[src/rtl/draw_player_pkg.sv]
// Shared VGA geometry, player sprite constants and the player motion state type.
package vgaPkg;
  localparam int HOR_PIXELS = 1024;
  localparam int VER_PIXELS = 768;

  localparam int          PLAYER_W    = 32;
  localparam int          PLAYER_H    = 32;
  localparam logic [11:0] TRANSPARENT = 12'hF_0_F;
  localparam int          MOVE_STEP   = 2;
  localparam int          JUMP_STEP   = 4;
  localparam int          JUMP_TICKS  = 16;
  localparam int          X_START     = 32;
  localparam int          Y_FLOOR     = VER_PIXELS - 32 - PLAYER_H;

  // hcount + vcount + hsync + hblnk + vsync + vblnk + rgb
  localparam int STREAM_W = 38;

  typedef enum logic [1:0] {
    IDLE    = 2'd0,
    JUMP_UP = 2'd1,
    FALL    = 2'd2
  } player_state_e;
endpackage

[src/rtl/vga_if.sv]
// VGA timing plus pixel colour stream passed between drawing stages.
interface vga_if;
  logic [10:0] hcount;
  logic [10:0] vcount;
  logic        hsync;
  logic        hblnk;
  logic        vsync;
  logic        vblnk;
  logic [11:0] rgb;

  modport in  (input  hcount, vcount, hsync, hblnk, vsync, vblnk, rgb);
  modport out (output hcount, vcount, hsync, hblnk, vsync, vblnk, rgb);
endinterface

[src/rtl/draw_player_delay.sv]
// Fixed-latency register chain with synchronous clear.
module delay #(
  parameter int WIDTH   = 38,
  parameter int CLK_DEL = 2
) (
  input  logic             clk,
  input  logic             rst,
  input  logic [WIDTH-1:0] din,
  output logic [WIDTH-1:0] dout
);
  logic [CLK_DEL-1:0][WIDTH-1:0] r_pipe;

  always_ff @(posedge clk) begin
    if (rst) begin
      r_pipe <= '0;
    end else begin
      r_pipe[0] <= din;
      for (int i = 1; i < CLK_DEL; i++) r_pipe[i] <= r_pipe[i-1];
    end
  end

  assign dout = r_pipe[CLK_DEL-1];
endmodule

[src/rtl/draw_player.sv]
// Player sprite overlay on the VGA stream, with per-frame walk and jump motion.
module draw_player
  import vgaPkg::*;
(
  input  logic        clk,
  input  logic        rst,
  input  logic        start_game,
  input  logic        move_left,
  input  logic        move_right,
  input  logic        jump,
  input  logic [11:0] rgb_pixel,
  output logic [9:0]  pixel_addr,
  output logic [10:0] pos_x,
  output logic [10:0] pos_y,
  output logic        airborne,
  vga_if.in           in,
  vga_if.out          out
);
  player_state_e r_state;
  logic [3:0]    r_jump_cnt;
  logic [10:0]   r_pos_x, r_pos_y;
  logic          r_inside1, r_inside2;
  logic [9:0]    r_pixel_addr;

  logic          w_tick, w_inside, w_draw;
  logic [10:0]   w_dx, w_dy, w_x_next, w_y_up, w_y_fall;

  logic [STREAM_W-1:0] w_stream_in, w_stream_d2;
  logic [10:0]   w_hcount_d2, w_vcount_d2;
  logic          w_hsync_d2, w_hblnk_d2, w_vsync_d2, w_vblnk_d2;
  logic [11:0]   w_rgb_d2;

  assign w_tick = (in.hcount == 11'd0) && (in.vcount == 11'd0);

  // Offsets are only meaningful once hcount/vcount are known to be >= the corner.
  assign w_dx     = in.hcount - r_pos_x;
  assign w_dy     = in.vcount - r_pos_y;
  assign w_inside = start_game
                 && (in.hcount >= r_pos_x) && (w_dx < 11'(PLAYER_W))
                 && (in.vcount >= r_pos_y) && (w_dy < 11'(PLAYER_H));

  always_comb begin
    w_x_next = r_pos_x;
    if (move_left && !move_right)
      w_x_next = (r_pos_x >= 11'(MOVE_STEP)) ? r_pos_x - 11'(MOVE_STEP) : 11'd0;
    else if (move_right && !move_left)
      w_x_next = (r_pos_x >= 11'(HOR_PIXELS - PLAYER_W - MOVE_STEP)) ?
                 11'(HOR_PIXELS - PLAYER_W) : r_pos_x + 11'(MOVE_STEP);
  end

  assign w_y_up   = (r_pos_y >= 11'(JUMP_STEP)) ? r_pos_y - 11'(JUMP_STEP) : 11'd0;
  assign w_y_fall = (r_pos_y >= 11'(Y_FLOOR - JUMP_STEP)) ?
                    11'(Y_FLOOR) : r_pos_y + 11'(JUMP_STEP);

  // Motion only advances on the frame tick so a frame is never drawn half-moved.
  always_ff @(posedge clk) begin
    if (rst || !start_game) begin
      r_state    <= IDLE;
      r_jump_cnt <= '0;
      r_pos_x    <= 11'(X_START);
      r_pos_y    <= 11'(Y_FLOOR);
    end else if (w_tick) begin
      r_pos_x <= w_x_next;
      case (r_state)
        IDLE: begin
          if (jump) begin
            r_state    <= JUMP_UP;
            r_jump_cnt <= '0;
          end
        end
        JUMP_UP: begin
          r_pos_y    <= w_y_up;
          r_jump_cnt <= r_jump_cnt + 4'd1;
          if (r_jump_cnt == 4'(JUMP_TICKS - 1)) r_state <= FALL;
        end
        FALL: begin
          r_pos_y <= w_y_fall;
          if (w_y_fall == 11'(Y_FLOOR)) r_state <= IDLE;
        end
        default: r_state <= IDLE;
      endcase
    end
  end

  always_ff @(posedge clk) begin
    if (rst) begin
      r_inside1    <= 1'b0;
      r_inside2    <= 1'b0;
      r_pixel_addr <= '0;
    end else begin
      r_inside1    <= w_inside;
      r_inside2    <= r_inside1;
      r_pixel_addr <= w_inside ? {w_dy[4:0], w_dx[4:0]} : 10'd0;
    end
  end

  assign w_stream_in = {in.hcount, in.vcount, in.hsync, in.hblnk, in.vsync, in.vblnk, in.rgb};

  delay #(
    .WIDTH   (STREAM_W),
    .CLK_DEL (2)
  ) u_delay (
    .clk  (clk),
    .rst  (rst),
    .din  (w_stream_in),
    .dout (w_stream_d2)
  );

  assign {w_hcount_d2, w_vcount_d2, w_hsync_d2, w_hblnk_d2,
          w_vsync_d2, w_vblnk_d2, w_rgb_d2} = w_stream_d2;

  // rgb_pixel lands here aligned with the twice-delayed stream.
  assign w_draw = r_inside2 && !(w_hblnk_d2 || w_vblnk_d2) && (rgb_pixel != TRANSPARENT);

  always_ff @(posedge clk) begin
    if (rst) begin
      out.hcount <= '0;
      out.vcount <= '0;
      out.hsync  <= 1'b0;
      out.hblnk  <= 1'b0;
      out.vsync  <= 1'b0;
      out.vblnk  <= 1'b0;
      out.rgb    <= '0;
    end else begin
      out.hcount <= w_hcount_d2;
      out.vcount <= w_vcount_d2;
      out.hsync  <= w_hsync_d2;
      out.hblnk  <= w_hblnk_d2;
      out.vsync  <= w_vsync_d2;
      out.vblnk  <= w_vblnk_d2;
      out.rgb    <= w_draw ? rgb_pixel : w_rgb_d2;
    end
  end

  assign pixel_addr = r_pixel_addr;
  assign pos_x      = r_pos_x;
  assign pos_y      = r_pos_y;
  assign airborne   = (r_state != IDLE);
endmodule

[src/flat_wrapper.sv]
// flat-port wrapper written by rule: the top's interface ports become plain ports
module draw_player_flat import vgaPkg::*;
  (clk, rst, start_game, move_left, move_right, jump, rgb_pixel, pixel_addr, pos_x, pos_y, airborne, in_hcount, in_vcount, in_hsync, in_hblnk, in_vsync, in_vblnk, in_rgb, out_hcount, out_vcount, out_hsync, out_hblnk, out_vsync, out_vblnk, out_rgb);
  vga_if in_i ();
  vga_if out_i ();
  input  logic clk;
  input  logic rst;
  input  logic start_game;
  input  logic move_left;
  input  logic move_right;
  input  logic jump;
  input  logic [11:0] rgb_pixel;
  output logic [9:0] pixel_addr;
  output logic [10:0] pos_x;
  output logic [10:0] pos_y;
  output logic airborne;
  input wire logic [$bits(in_i.hcount)-1:0] in_hcount;
  input wire logic [$bits(in_i.vcount)-1:0] in_vcount;
  input wire logic [$bits(in_i.hsync)-1:0] in_hsync;
  input wire logic [$bits(in_i.hblnk)-1:0] in_hblnk;
  input wire logic [$bits(in_i.vsync)-1:0] in_vsync;
  input wire logic [$bits(in_i.vblnk)-1:0] in_vblnk;
  input wire logic [$bits(in_i.rgb)-1:0] in_rgb;
  output wire logic [$bits(out_i.hcount)-1:0] out_hcount;
  output wire logic [$bits(out_i.vcount)-1:0] out_vcount;
  output wire logic [$bits(out_i.hsync)-1:0] out_hsync;
  output wire logic [$bits(out_i.hblnk)-1:0] out_hblnk;
  output wire logic [$bits(out_i.vsync)-1:0] out_vsync;
  output wire logic [$bits(out_i.vblnk)-1:0] out_vblnk;
  output wire logic [$bits(out_i.rgb)-1:0] out_rgb;
  assign in_i.hcount = in_hcount;
  assign in_i.vcount = in_vcount;
  assign in_i.hsync = in_hsync;
  assign in_i.hblnk = in_hblnk;
  assign in_i.vsync = in_vsync;
  assign in_i.vblnk = in_vblnk;
  assign in_i.rgb = in_rgb;
  assign out_hcount = out_i.hcount;
  assign out_vcount = out_i.vcount;
  assign out_hsync = out_i.hsync;
  assign out_hblnk = out_i.hblnk;
  assign out_vsync = out_i.vsync;
  assign out_vblnk = out_i.vblnk;
  assign out_rgb = out_i.rgb;
  draw_player u_core (.clk(clk), .rst(rst), .start_game(start_game), .move_left(move_left), .move_right(move_right), .jump(jump), .rgb_pixel(rgb_pixel), .pixel_addr(pixel_addr), .pos_x(pos_x), .pos_y(pos_y), .airborne(airborne), .in(in_i), .out(out_i));
endmodule
[config.mk]
export PLATFORM = sky130hd
export DESIGN_NAME = draw_player_flat
export DESIGN_NICKNAME = d
export VERILOG_FILES = /design/src/rtl/draw_player_pkg.sv /design/src/rtl/vga_if.sv /design/src/rtl/draw_player_delay.sv /design/src/rtl/draw_player.sv /design/src/flat_wrapper.sv
export SDC_FILE = /design/constraint.sdc
export NUM_CORES = 1
export LEC_CHECK = 0
export ABC_AREA = 1
export CAP_MARGIN = 10
export CELL_PAD_IN_SITES_DETAIL_PLACEMENT = 1
export CELL_PAD_IN_SITES_GLOBAL_PLACEMENT = 1
export CORE_MARGIN = 3
export CORE_UTILIZATION = 41
export DETAILED_ROUTE_END_ITERATION = 8
export GPL_TIMING_DRIVEN = 0
export MAX_ROUTING_LAYER = met4
export PLACE_DENSITY_LB_ADDON = 0.08
export SLEW_MARGIN = 20
export SYNTH_ARGS = -nofsm -noshare
export SYNTH_HDL_FRONTEND = slang
export SYNTH_HIERARCHICAL = 1
export SYNTH_SLANG_ARGS = --single-unit
[constraint.sdc]
create_clock -name clk -period 3.8 [get_ports clk]
set_input_delay 0.57 -clock clk [delete_from_list [all_inputs] [get_ports clk]]
set_output_delay 0.57 -clock clk [all_outputs]
set_load 0.02 [all_outputs]
## Word level (Yosys, flattened, before mapping)

Index checks and enable logic that the tools add are counted.

| operators by class | value |
|---|---|
| $add $sub $neg | 7 |
| magnitude comparators | 8 |
| eq/ne operators | 8 |
| muxes and demuxes | 14 |
| bitwise logic cells | 1 |
| reduce and logical (&&, ||, !) cells | 27 |

Operators by type and width:

| kind | count |
|---|---|
| 11-bit 2-to-1 mux | 6 |
| 11-bit by 10-bit >= comparator with 1-bit output, second input constant | 2 |
| 11-bit >= comparator | 2 |
| 11-bit logical NOT | 2 |
| 11-bit by 6-bit < comparator with 1-bit output, second input constant | 2 |
| 11-bit case mux with 2 select lines | 1 |
| 11-bit subtractor | 2 |
| 12-bit 2-to-1 mux | 1 |
| 12-bit != test, second input constant | 1 |
| 11-bit by 2-bit adder with 11-bit output, second input constant | 1 |
| 11-bit by 3-bit adder with 11-bit output, second input constant | 1 |
| 11-bit by 10-bit equality test with 1-bit output, second input constant | 1 |
| 11-bit by 2-bit >= comparator with 1-bit output, second input constant | 1 |
| 11-bit by 3-bit >= comparator with 1-bit output, second input constant | 1 |
| 11-bit by 2-bit subtractor with 11-bit output, second input constant | 1 |
| 11-bit by 3-bit subtractor with 11-bit output, second input constant | 1 |
| 1-bit logical AND | 9 |
| 4-bit case mux with 2 select lines | 1 |
| 2-bit nonzero test | 4 |
| 2-bit 2-to-1 mux | 3 |
| 2-bit case mux with 3 select lines | 1 |
| 4-bit by 1-bit adder with 4-bit output, second input constant | 1 |
| 4-bit equality test, second input constant | 1 |
| 1-bit logical NOT | 4 |
| 12 further kinds | 15 |

| storage, ports and cells | value |
|---|---|
| register bits | 154 |
| input bits | 56 |
| output and inout port bits | 71 |
| word-level logic and storage cells | 81 |

## Longest topological paths before layout

Gate-level depths: netlist of the first run.

| logic depth | value |
|---|---|
| word-level depth | 7 |
| mapped depth | 18 |
| depth with buffers taken out | 17 |

## Hierarchy

The synthesis of the first run kept the hierarchy.

Modules (own cells, without submodules):

| module | instances | cells an instance | area an instance (µm²) | sequential area each (µm²) |
|---|---|---|---|---|
| draw_player | 1 | 697 | 4743.3 | 1541.5 |
| delay | 1 | 274 | 2444.8 | 1521.5 |

## Worst setup path before layout of the first run

OpenSTA, ideal clock, no wires.

| timing path | value |
|---|---|
| kind | in2reg |
| start | in in_vcount[0] |
| end | reg u_core.r_pixel_addr[6], in the netlist u_core/pixel_addr[6] |
| library setup time | 0.062 ns |
| arrival time | 2.219 ns |
| required time | 3.738 ns |
| setup slack | 1.519 ns |
| stages on the path | 17 |
| buffers on the path | 1 |
| cells stage by stage | inv_1 > ha_1 > fa_1 > inv_1 > nand3_1 > nand2_2 > nand2_1 > nand2_1 > nand2_1 > nand2_1 > nand3_1 > nor2_1 > nand3_1 > nor2_2 > nand3_2 > buf_6 > nor2_2 |

| on the way | value |
|---|---|
| longest elaborated chain between the ends | 5 |
| elaborated cells on any way between the ends | 7 |
| those cells by class | add/sub (1); order compare (2); bitwise (1); reduce/logical (3) |

RTL lines:

| item | line | text |
|---|---|---|
| start: declaration | flat_wrapper.sv:18 | `input wire logic [$bits(in_i.vcount)-1:0] in_vcount;` |
| 11-bit subtractor or 11-bit >= comparator (tied branches) | draw_player.sv:37, draw_player.sv:40 |  |
| 11-bit by 6-bit < comparator with 1-bit output or 1-bit logical AND (tied branches) | draw_player.sv:40 | `&& (in.vcount >= r_pos_y) && (w_dy < 11'(PLAYER_H));` |
| 1-bit logical AND | draw_player.sv:40 |  |
| 1-bit inverter (no source line) | -- |  |
| 2-bit OR reduction (no source line) | -- |  |
| end signal: assignment | draw_player.sv:93 | `r_pixel_addr <= w_inside ? {w_dy[4:0], w_dx[4:0]} : 10'd0;` |
| end: declaration | draw_player.sv:23 | `logic [9:0] r_pixel_addr;` |

Parallel ways exist; a longest one is shown, timed or not.
A chain may end at the register's enable or synchronous reset.

## Worst setup path after layout of the first run

| timing path | value |
|---|---|
| start | in in_vcount[0] |
| end | reg u_core.r_pixel_addr[7], in the netlist u_core/pixel_addr[7] |

The elaborated chain is that of the path after synthesis.

==> results of run 1 <==
sequential cells by signal (all words and copies together) (netlist names), 2 cells and up:
| name | cells |
|---|---|
| u_core/pos_y | 11 |
| u_core/out.rgb | 12 |
| u_core/r_jump_cnt | 4 |
| u_core/pixel_addr | 10 |
| u_core/out.hcount | 11 |
| u_core/u_delay/r_pipe | 38 |
| u_core/u_delay/dout | 38 |
| u_core/pos_x | 10 |
| u_core/r_state | 2 |
| u_core/out.vcount | 11 |
layout by cell type, fill, tap and decap left out, types with 6 or more instances in the layout:
cell type and n:
a21oi_1 34, buf_2 6, buf_4 42, clkbuf_16 17, clkdlybuf4s50_1 125, dfxtp_1 153
ha_1 32, inv_1 194, nand2_1 137, nand2_2 7, nand3_1 34, nand3_2 6
nand4_1 11, nor2_1 179, nor2_2 15, nor3_1 9, o21ai_0 32, xor2_1 28
kinds of logic after synthesis:
family	Yosys count	share of synthesized area (%)
AND/OR/NAND/NOR	414	24.94
adder cells (fa/ha/maj)	34	6.127
XOR/XNOR	30	3.655
buffers and inverters	256	16.19
other	1	0.05217
AO/OA/AOI/OAI	83	6.423
flip-flops	153	42.61
final cells by class:
cell class	count	share of cell area (%)
sequential	153	33.03
multi-input combinational	563	31.98
timing repair buffer	125	13.49
inverter	198	8.015
clock buffer	17	4.588
buffer	58	4.534
tap	220	2.969
clock inverter	14	1.390
worst max path at each step:
stage,from,cells past startpoint,endpoint
finish,in_vcount[0],18,u_core/pixel_addr[7]$_SDFF_PP0_
global route,in_vcount[0],18,u_core/pixel_addr[7]$_SDFF_PP0_
CTS,in_vcount[0],18,u_core/pixel_addr[7]$_SDFF_PP0_
detailed placement,in_vcount[0],18,u_core/pixel_addr[5]$_SDFF_PP0_
global placement,in_vcount[0],18,u_core/pixel_addr[8]$_SDFF_PP0_
floorplan,in_vcount[0],17,u_core/pixel_addr[6]$_SDFF_PP0_
report_power, final:
part	switching (uW)	internal, uW	leakage (uW)	total (uW)
Clock	739	861	0.000265	1600
Sequential	12.5	1650	0.00125	1660
Combinational	183	158	0.00282	341
Total	935	2670	0.00434	3610
stage by stage:
stage,cells,utilization [%],power (uW)
final,1348,54.94,3606
after global routing,1348,54.94,3762
after CTS,1348,54.94,3656
after detailed placement,1317,51.66,2039
after global placement,1317,51.66,2029
after floorplan,972,-,1895
worst max-delay path, stage by stage:
cell and delay (ps):
clkdlybuf4s50_1 560, inv_1 80, ha_1 220, fa_1 400, inv_1 100, nand3_1 80, nand2_2 130, nand2_1 110
nand3_1 110, nand2_1 60, inv_1 50, nand3_1 50, nor2_1 80, nand3_1 80, nor2_2 100, nand3_2 90
buf_6 180, nor2_2 110
layer usage:
layer	track usage, %	wire length [um]	vias up
li1	-	-	3195
met2	36.15	9601	123
met4	6.708	353	0
met1	24.80	8762	2941
met3	3.798	559	26
met5	-	0	-
==> impl_metrics.py, run 1 <==
metrics = {
    "drt": {
        "num_vias": 6285,
        "drt_iter0_markers": 179,
        "routed_via_density": 4.662,
        "ant_nets": 0,
        "avgRoutedWirePerCell_um": 14.30,
        "drcViolationCount": 0,
        "wl_um": 19280,
        "drt-pass1-iter-count": 4,
    },
    "flow_run": {
        "maxCapViolCount": 0,
    },
    "floorplan": {
        "start_util_pct": 42.59,
        "die_w_um": 138.4,
        "rows": 47,
        "die_h_um": 138.4,
        "num_io_pins": 127,
        "dieArea_um2": 19160,
        "core-area_um2": 16880,
    },
    "clock_tree": {
        "cts_tree": "yes",
        "postCtsSetupBuffers": 0,
        "cts.sinks": 153,
        "cts.repair.resized": 0,
        "cts_max_level": 4,
        "cts_max_path_buffers": 2,
        "cts_buffers": 17,
        "root_buffer": "clkbuf_16",
        "clk_latency_ps": 430,
        "postCtsHoldBufs": 0,
        "clk_pin_slew_ps": 60,
    },
    "sta": {
        "hold_ws_ps": 405.6,
        "finalSetupViolations": 0,
        "setup_ws_ps": 980.4,
        "tns_ps": 0,
        "fin_crit_ps": 2820,
        "hold_viol": 0,
        "drv_slew": 0,
        "fmax_ghz": 0.3547,
        "skew_ps": 11.51,
        "rsz0062_at_grt": "no",
        "period_share_pct": 74.20,
        "slew_headroom_pct": 58.67,
        "tightestPinTransition_ps": 618.4,
    },
    "power_and_ir_drop": {
        "power_density_nw_per_um2": 388.8,
        "p_leak_uw": 0.004341,
        "ir_worst_vdd_v": 0.0003116,
    },
    "synth": {
        "synth_common_cells": "194 x inv_1, 179 x nor2_1, 153 x dfxtp_1",
        "yosysTopAreaCellShare_pct": 42.61,
        "synth_warnings": 6,
        "yosys-top-cells-area": "dfxtp_1 43%, inv_1 10%, nor2_1 9.3%",
        "yosysMostFrequentCell": "inv_1",
        "syn_area_per_cell_um2": 7.403,
        "yosysSeqAreaShare_pct": 42.61,
        "synth_top_cell_by_area": "dfxtp_1",
        "syn_area_um2": 7188,
        "synthFlopType": "dfxtp_1",
        "postSynthCellCount": 971,
        "synth-edff-count": 0,
        "synth.distinct_cells": 42,
        "ys_ff_latch": 153,
        "async_flop_share_pct": 0,
    },
    "critical_path": {
        "r2r_cells": 16,
        "crit-reg2reg-launch": "u_core/pos_y[3]$_SDFFE_PP0P_",
        "critPathRequiredTime_ps": 4150,
        "r2r-end": "u_core/pixel_addr[7]$_SDFF_PP0_",
        "critical_path_class": "in2reg",
        "cp-end-kind": "flop",
        "worst_ep_arrival_time_ps": 3170,
        "reg2reg_slack_ps": 1320,
        "startpoint_type": "primary input",
        "worstPathMaxFanout": 10,
    },
    "placement": {
        "post-dp-hpwl_um": 14470,
        "place_ws_ps": 624.2,
        "placed_area_um2": 8718,
        "globalplace.congestion": 0.9038,
        "io_buffers": 125,
    },
    "hold_path": {
        "worstHoldStart": "u_core/u_delay/r_pipe[34]$_SDFF_PP0_",
        "hp-class": "reg2reg",
        "min_to": "u_core/u_delay/dout[34]$_SDFF_PP0_",
        "whs_path_depth": 2,
    },
    "cells_and_area": {
        "ff_latch_area_um2": 3063,
        "drive_gt1_share_pct": 10.82,
        "antenna_cells": 0,
        "nFillCells": 2152,
        "nets": 1206,
        "areaGrowthSynthToFinish_pct": 29.00,
        "multiInputGateArea_um2": 2965,
        "fin_area_um2": 9273,
    },
    "global_route": {
        "grt_pass1_vias": 6514,
        "antenna_found_initial": 0,
        "track_usage_pct": 20.95,
        "grt_max_degree": 17,
        "grt_pass1_wl_um": 31970,
        "grt-ovfl-total": 0,
    },
    "run_status": {
        "outcome": "completed",
    },
}
(Power assumes the default switching activity.)
==> inputs of run 2 (changes only) <==
CORE_UTILIZATION = 35   (was 41)
clock period = 2.4 ns   (was 3.8 ns; I/O delays follow)
==> run 2 against run 1 <==
  * Die area up 16%
  * Critical path depth shrank 3
  * Non-clock buffer count grew 30
  * Worst setup slack worse by 870 ps
  * Register-to-register slack got worse by 1200 ps
  * Routed wire length rose by 7.2%
  * Clock power is 79% higher
  * Sequential cell count stayed put
  * Core utilization fell by 4.3 points
  * Largest cell class is now multi-input gates
==> impl_metrics.py, run 2 (synthesis gave the netlist of run 1 again) <==
metrics = {
    "critical_path": {
        "cp-end-kind": "flop",
        "critPathRequiredTime_ps": 2770,
        "worst_ep_arrival_time_ps": 2650,
        "critical_path_class": "reg2reg",
        "startpoint_type": "flop",
        "worstPathMaxFanout": 5,
    },
    "clock_tree": {
        "clk_latency_ps": 420,
        "postCtsHoldBufs": 0,
        "cts_buffers": 17,
        "root_buffer": "clkbuf_16",
        "cts_max_level": 4,
        "clk_pin_slew_ps": 70,
        "cts_tree": "yes",
        "cts_max_path_buffers": 2,
        "cts.sinks": 153,
    },
    "cells_and_area": {
        "nets": 1236,
        "final_cell_mix": "176 x nor2_1, 176 x inv_1, 134 x dfxtp_1, 121 x nand2_1, 119 x clkdlybuf4s50_1",
        "nFillCells": 2417,
        "ff_latch_area_um2": 3119,
        "multiInputGateArea_um2": 3252,
        "fin_area_um2": 10060,
        "antenna_cells": 0,
        "drive_gt1_share_pct": 20.10,
        "areaGrowthSynthToFinish_pct": 39.91,
    },
    "sta": {
        "hold_viol": 0,
        "finalSetupViolations": 0,
        "skew_ps": 10.50,
        "setup_ws_ps": 112.9,
        "fin_crit_ps": 2287,
        "drv_slew": 0,
        "period_share_pct": 95.29,
        "hold_ws_ps": 263.5,
        "fmax_ghz": 0.4372,
    },
    "floorplan": {
        "dieArea_um2": 22290,
        "start_util_pct": 36.22,
        "num_io_pins": 127,
        "core-area_um2": 19850,
        "die_w_um": 149.3,
        "die_h_um": 149.3,
        "rows": 51,
    },
    "drt": {
        "routed_via_density": 4.459,
        "wl_um": 20660,
        "avgRoutedWirePerCell_um": 14.51,
        "drcViolationCount": 0,
        "ant_nets": 0,
        "drt_iter0_markers": 249,
        "drt-pass1-iter-count": 4,
        "num_vias": 6350,
    },
    "global_route": {
        "antenna_found_initial": 0,
        "grt_pass1_vias": 6237,
        "grt-ovfl-total": 0,
        "grt_max_degree": 17,
        "grt_pass1_wl_um": 31950,
        "track_usage_pct": 18.84,
    },
    "placement": {
        "post-dp-hpwl_um": 15220,
        "globalplace.congestion": 0.8871,
        "place_ws_ps": -634.6,
        "io_buffers": 125,
        "placed_area_um2": 8775,
    },
    "power_and_ir_drop": {
        "ir_worst_vdd_v": 0.0004983,
        "p_leak_uw": 0.004587,
        "power.total_uw": 6073,
        "power_density_nw_per_um2": 603.8,
    },
    "flow_run": {
        "maxCapViolCount": 0,
    },
    "hold_path": {
        "hp-class": "in2reg",
    },
    "run_status": {
        "outcome": "completed",
    },
}
run 2: changes by cell type in the layout (fill, tap and decap cells not counted), sizes merged:
cell | before | now
buf | 53 | 82
clkbuf | 22 | 24
clkinvlp | 3 | 7
bufinv | 0 | 3
dlymetal6s2s | 0 | 5
dlygate4sd2 | 0 | 1
clkinv | 3 | 4
inv | 206 | 198
clkdlybuf4s50 | 125 | 119
run 2: final timing paths:
kind | startpoint | to | slack [ps] | cells after the start
max | u_core/pos_y[9]$_SDFFE_PP1P_ | u_core/pixel_addr[6]$_SDFF_PP0_ | 110 | 15
min | in_vcount[1] | u_core/u_delay/r_pipe[17]$_SDFF_PP0_ | 260 | 3
max reg2reg | u_core/pos_y[9]$_SDFFE_PP1P_ | u_core/pixel_addr[6]$_SDFF_PP0_ | 110 | 15
min reg2reg | u_core/r_inside1$_SDFF_PP0_ | u_core/r_inside2$_SDFF_PP0_ | 400 | 2
run 2: timing repair:
action / CTS / global route
pin swaps: 0 / 8
gates resized for setup: 22 / 97
endpoints found under the setup margin: 11 / 13
gates cloned: 0 / 1
setup buffers: 0 / 29
hold endpoints to repair: 0 / 0
run 2: layout make-up:
cell class | count | share of cell area (%)
buffer | 58 | 4.392
clock buffer | 18 | 4.267
clock inverter | 14 | 2.003
inverter | 198 | 7.726
multi-input combinational | 563 | 32.33
sequential | 153 | 31.02
tap | 265 | 3.297
timing repair buffer | 155 | 14.97
run 2: critical path, cell delays in order (launching register included):
cell	delay, ps
dfxtp_4	390
clkinvlp_4	170
ha_4	330
nand2_2	80
nor2_4	140
nand3_2	100
nand3_2	90
nand2_2	70
nand2_2	110
nand2_1	60
nor2_1	90
nand2_1	70
nor2_2	150
nand3_4	120
clkbuf_16	190
nor2_2	70
run 2: per-stage QoR:
step	cells	utilization (%)	TNS (ps)
floorplan	972	-	0
global placement	1362	44.22	-8546
detailed placement	1362	44.22	-9122
CTS	1394	47.87	0
global route	1424	50.68	-337.0
finish	1424	50.68	0
run 2: routing by layer:
layer	GRT usage, %	wire (um)	up-vias
met2	31.93	10330	133
met3	4.011	915	12
met5	-	0	-
met4	4.714	175	0
li1	-	-	3270
met1	22.96	9239	2935
run 2: report_power, final:
group / internal, uW / total, uW / switching, uW
registers: 2600 / 2620 / 18.6
clock network: 1690 / 2860 / 1180
logic: 277 / 591 / 314
==> inputs of run 3 (changes only) <==
==> constraint.sdc (replaced) <==
create_clock -name clk -period 2.4 [get_ports clk]
set_input_delay 0.24 -clock clk [delete_from_list [all_inputs] [get_ports clk]]
set_output_delay 0.24 -clock clk [all_outputs]
set_load 0.02 [all_outputs]
==> run 3 against run 2 <==
  * Hold slack got worse by 82 ps
  * Routed wire length fell by 0.59%
  * Die area did not move
  * Power barely moved
  * Critical path type unchanged
  * Critical path depth did not move
  * First-iteration DRC count fell by 2.4%
  * Via count rose by 0.35%
  * Maximum frequency rose by 0.27%
  * Clock power barely moved
  * Combinational power barely moved
  * Worst setup slack improved by 6.2 ps
  * Core utilization barely moved
==> impl_metrics.py, run 3 (synthesis gave the netlist of run 1 again) <==
metrics = {
    "sta": {
        "fin_crit_ps": 2281,
        "period_share_pct": 95.04,
        "fmax_ghz": 0.4384,
        "hold_viol": 0,
        "hold_ws_ps": 181.6,
        "skew_ps": 10.39,
        "finalSetupViolations": 0,
        "drv_slew": 0,
    },
    "global_route": {
        "antenna_found_initial": 0,
        "track_usage_pct": 18.84,
        "grt_max_degree": 17,
        "grt-ovfl-total": 0,
        "grt_pass1_wl_um": 31950,
        "grt_pass1_vias": 6237,
    },
    "critical_path": {
        "worst_ep_arrival_time_ps": 2650,
        "cp-end-kind": "flop",
        "r2r-end": "u_core/pixel_addr[6]$_SDFF_PP0_",
        "r2r_cells": 15,
        "crit-reg2reg-launch": "u_core/pos_y[9]$_SDFFE_PP1P_",
        "startpoint_type": "flop",
        "critPathRequiredTime_ps": 2770,
        "reg2reg_slack_ps": 120,
        "worstPathMaxFanout": 5,
        "critical_path_class": "reg2reg",
    },
    "cells_and_area": {
        "ff_latch_area_um2": 3119,
        "multiInputGateArea_um2": 3269,
        "fin_area_um2": 10060,
        "drive_gt1_share_pct": 20.28,
        "nets": 1236,
        "nFillCells": 2413,
        "layout.cells.most_common": "inv_1",
        "final_util_pct": 50.72,
        "areaGrowthSynthToFinish_pct": 40.02,
        "final_cell_mix": "177 x inv_1, 176 x nor2_1, 134 x dfxtp_1, 123 x clkdlybuf4s50_1, 118 x nand2_1",
        "antenna_cells": 0,
    },
    "placement": {
        "placed_area_um2": 8775,
        "io_buffers": 125,
        "post-dp-hpwl_um": 15220,
        "globalplace.congestion": 0.8871,
    },
    "clock_tree": {
        "cts_buffers": 17,
        "clk_pin_slew_ps": 70,
        "cts_max_path_buffers": 2,
        "cts_tree": "yes",
        "clk_latency_ps": 420,
        "cts_max_level": 4,
        "cts.sinks": 153,
        "root_buffer": "clkbuf_16",
    },
    "drt": {
        "avgRoutedWirePerCell_um": 14.42,
        "num_vias": 6372,
        "wl_um": 20540,
        "drt_iter0_markers": 243,
        "drcViolationCount": 0,
        "ant_nets": 0,
        "routed_via_density": 4.475,
        "drt-pass1-iter-count": 4,
    },
    "hold_path": {
        "whs_path_depth": 3,
        "worstHoldStart": "in_hcount[1]",
        "hp-class": "in2reg",
        "min_to": "u_core/u_delay/r_pipe[28]$_SDFF_PP0_",
    },
    "floorplan": {
        "die_w_um": 149.3,
        "core-area_um2": 19850,
        "dieArea_um2": 22290,
        "rows": 51,
        "die_h_um": 149.3,
        "start_util_pct": 36.22,
        "num_io_pins": 127,
    },
    "power_and_ir_drop": {
        "p_leak_uw": 0.004555,
        "ir_worst_vdd_v": 0.0005025,
        "power_density_nw_per_um2": 603.9,
    },
    "flow_run": {
        "maxCapViolCount": 0,
    },
    "run_status": {
        "outcome": "completed",
    },
}
==> run 3: cell count changes in the layout (fill, tap and decap cells not counted), sizes merged <==
| cell | previous run | this run |
|---|---|---|
| clkdlybuf4s50 | 119 | 123 |
| dlymetal6s2s | 5 | 1 |
==> run 3: through the flow <==
stage	setup TNS [ps]	power [uW]	setup WS, ps	cells
final	0	6078	119.1	1424
after global placement	-5439	3224	-468.5	1362
after CTS	0	6139	7.218	1394
after global routing	-474.0	6354	-61.48	1424
after detailed placement	-5974	3235	-514.6	1362
after floorplan	0	3001	189.5	972
==> run 3: worst max-delay path, stage by stage, from the launching register on <==
cell and delay [ps]:
dfxtp_4 390, clkinvlp_4 170, ha_4 330, inv_1 60, o21bai_1 200, a21oi_2 80, nand3_2 80, nand2_2 70
nand2_2 110, nand2_1 60, nor2_1 90, nand2_1 70, nor2_2 150, nand3_4 120, clkbuf_16 190, nor2_2 70
==> run 3: worst max path at each step <==
stage                                  from                              end  slack [ps]  depth (start not counted)
6_report       u_core/pos_y[9]$_SDFFE_PP1P_  u_core/pixel_addr[6]$_SDFF_PP0_         120                         15
5_1_grt        u_core/pos_y[9]$_SDFFE_PP1P_  u_core/pixel_addr[7]$_SDFF_PP0_         -60                         14
4_1_cts        u_core/pos_x[2]$_SDFFE_PP0P_  u_core/pixel_addr[4]$_SDFF_PP0_           7                         16
3_5_place_dp                   in_vcount[0]  u_core/pixel_addr[2]$_SDFF_PP0_        -510                         18
3_3_place_gp                   in_vcount[0]  u_core/pixel_addr[5]$_SDFF_PP0_        -470                         18
2_1_floorplan  u_core/pos_x[4]$_SDFFE_PP0P_  u_core/pixel_addr[6]$_SDFF_PP0_         190                         17
==> run 3: layout make-up <==
type / count / share of cell area (%)
clock buffer: 18 / 4.264
timing repair buffer: 155 / 14.86
sequential: 153 / 30.99
multi-input combinational: 563 / 32.48
buffer: 58 / 4.388
tap: 265 / 3.294
inverter: 198 / 7.720
clock inverter: 14 / 2.001
==> run 3: report_power, final <==
group	switching, uW	internal, uW	leakage (uW)	total (uW)
clock network	1180	1690	0.000309	2870
logic	313	279	0.00298	592
registers	18.6	2600	0.00126	2620
==> run 3: layer usage <==
metal  GRT usage (%)  vias to the layer above  part of all wire (%)
met3           4.011                       14                   4.7
met2           31.93                      131                    50
li1                -                     3269                     -
met1           22.96                     2958                    44
met4           4.714                        0                  0.91
met5               -                        -                     0
==> run 3: what timing repair did <==
action / 4_1_cts / 5_1_grt
setup endpoints to repair: 10 / 13
hold buffers: 0 / 0
buffers inserted: 0 / 29
hold endpoints to repair: 0 / 0
resized for setup: 21 / 97
gates cloned: 0 / 1
pin swaps: 0 / 11
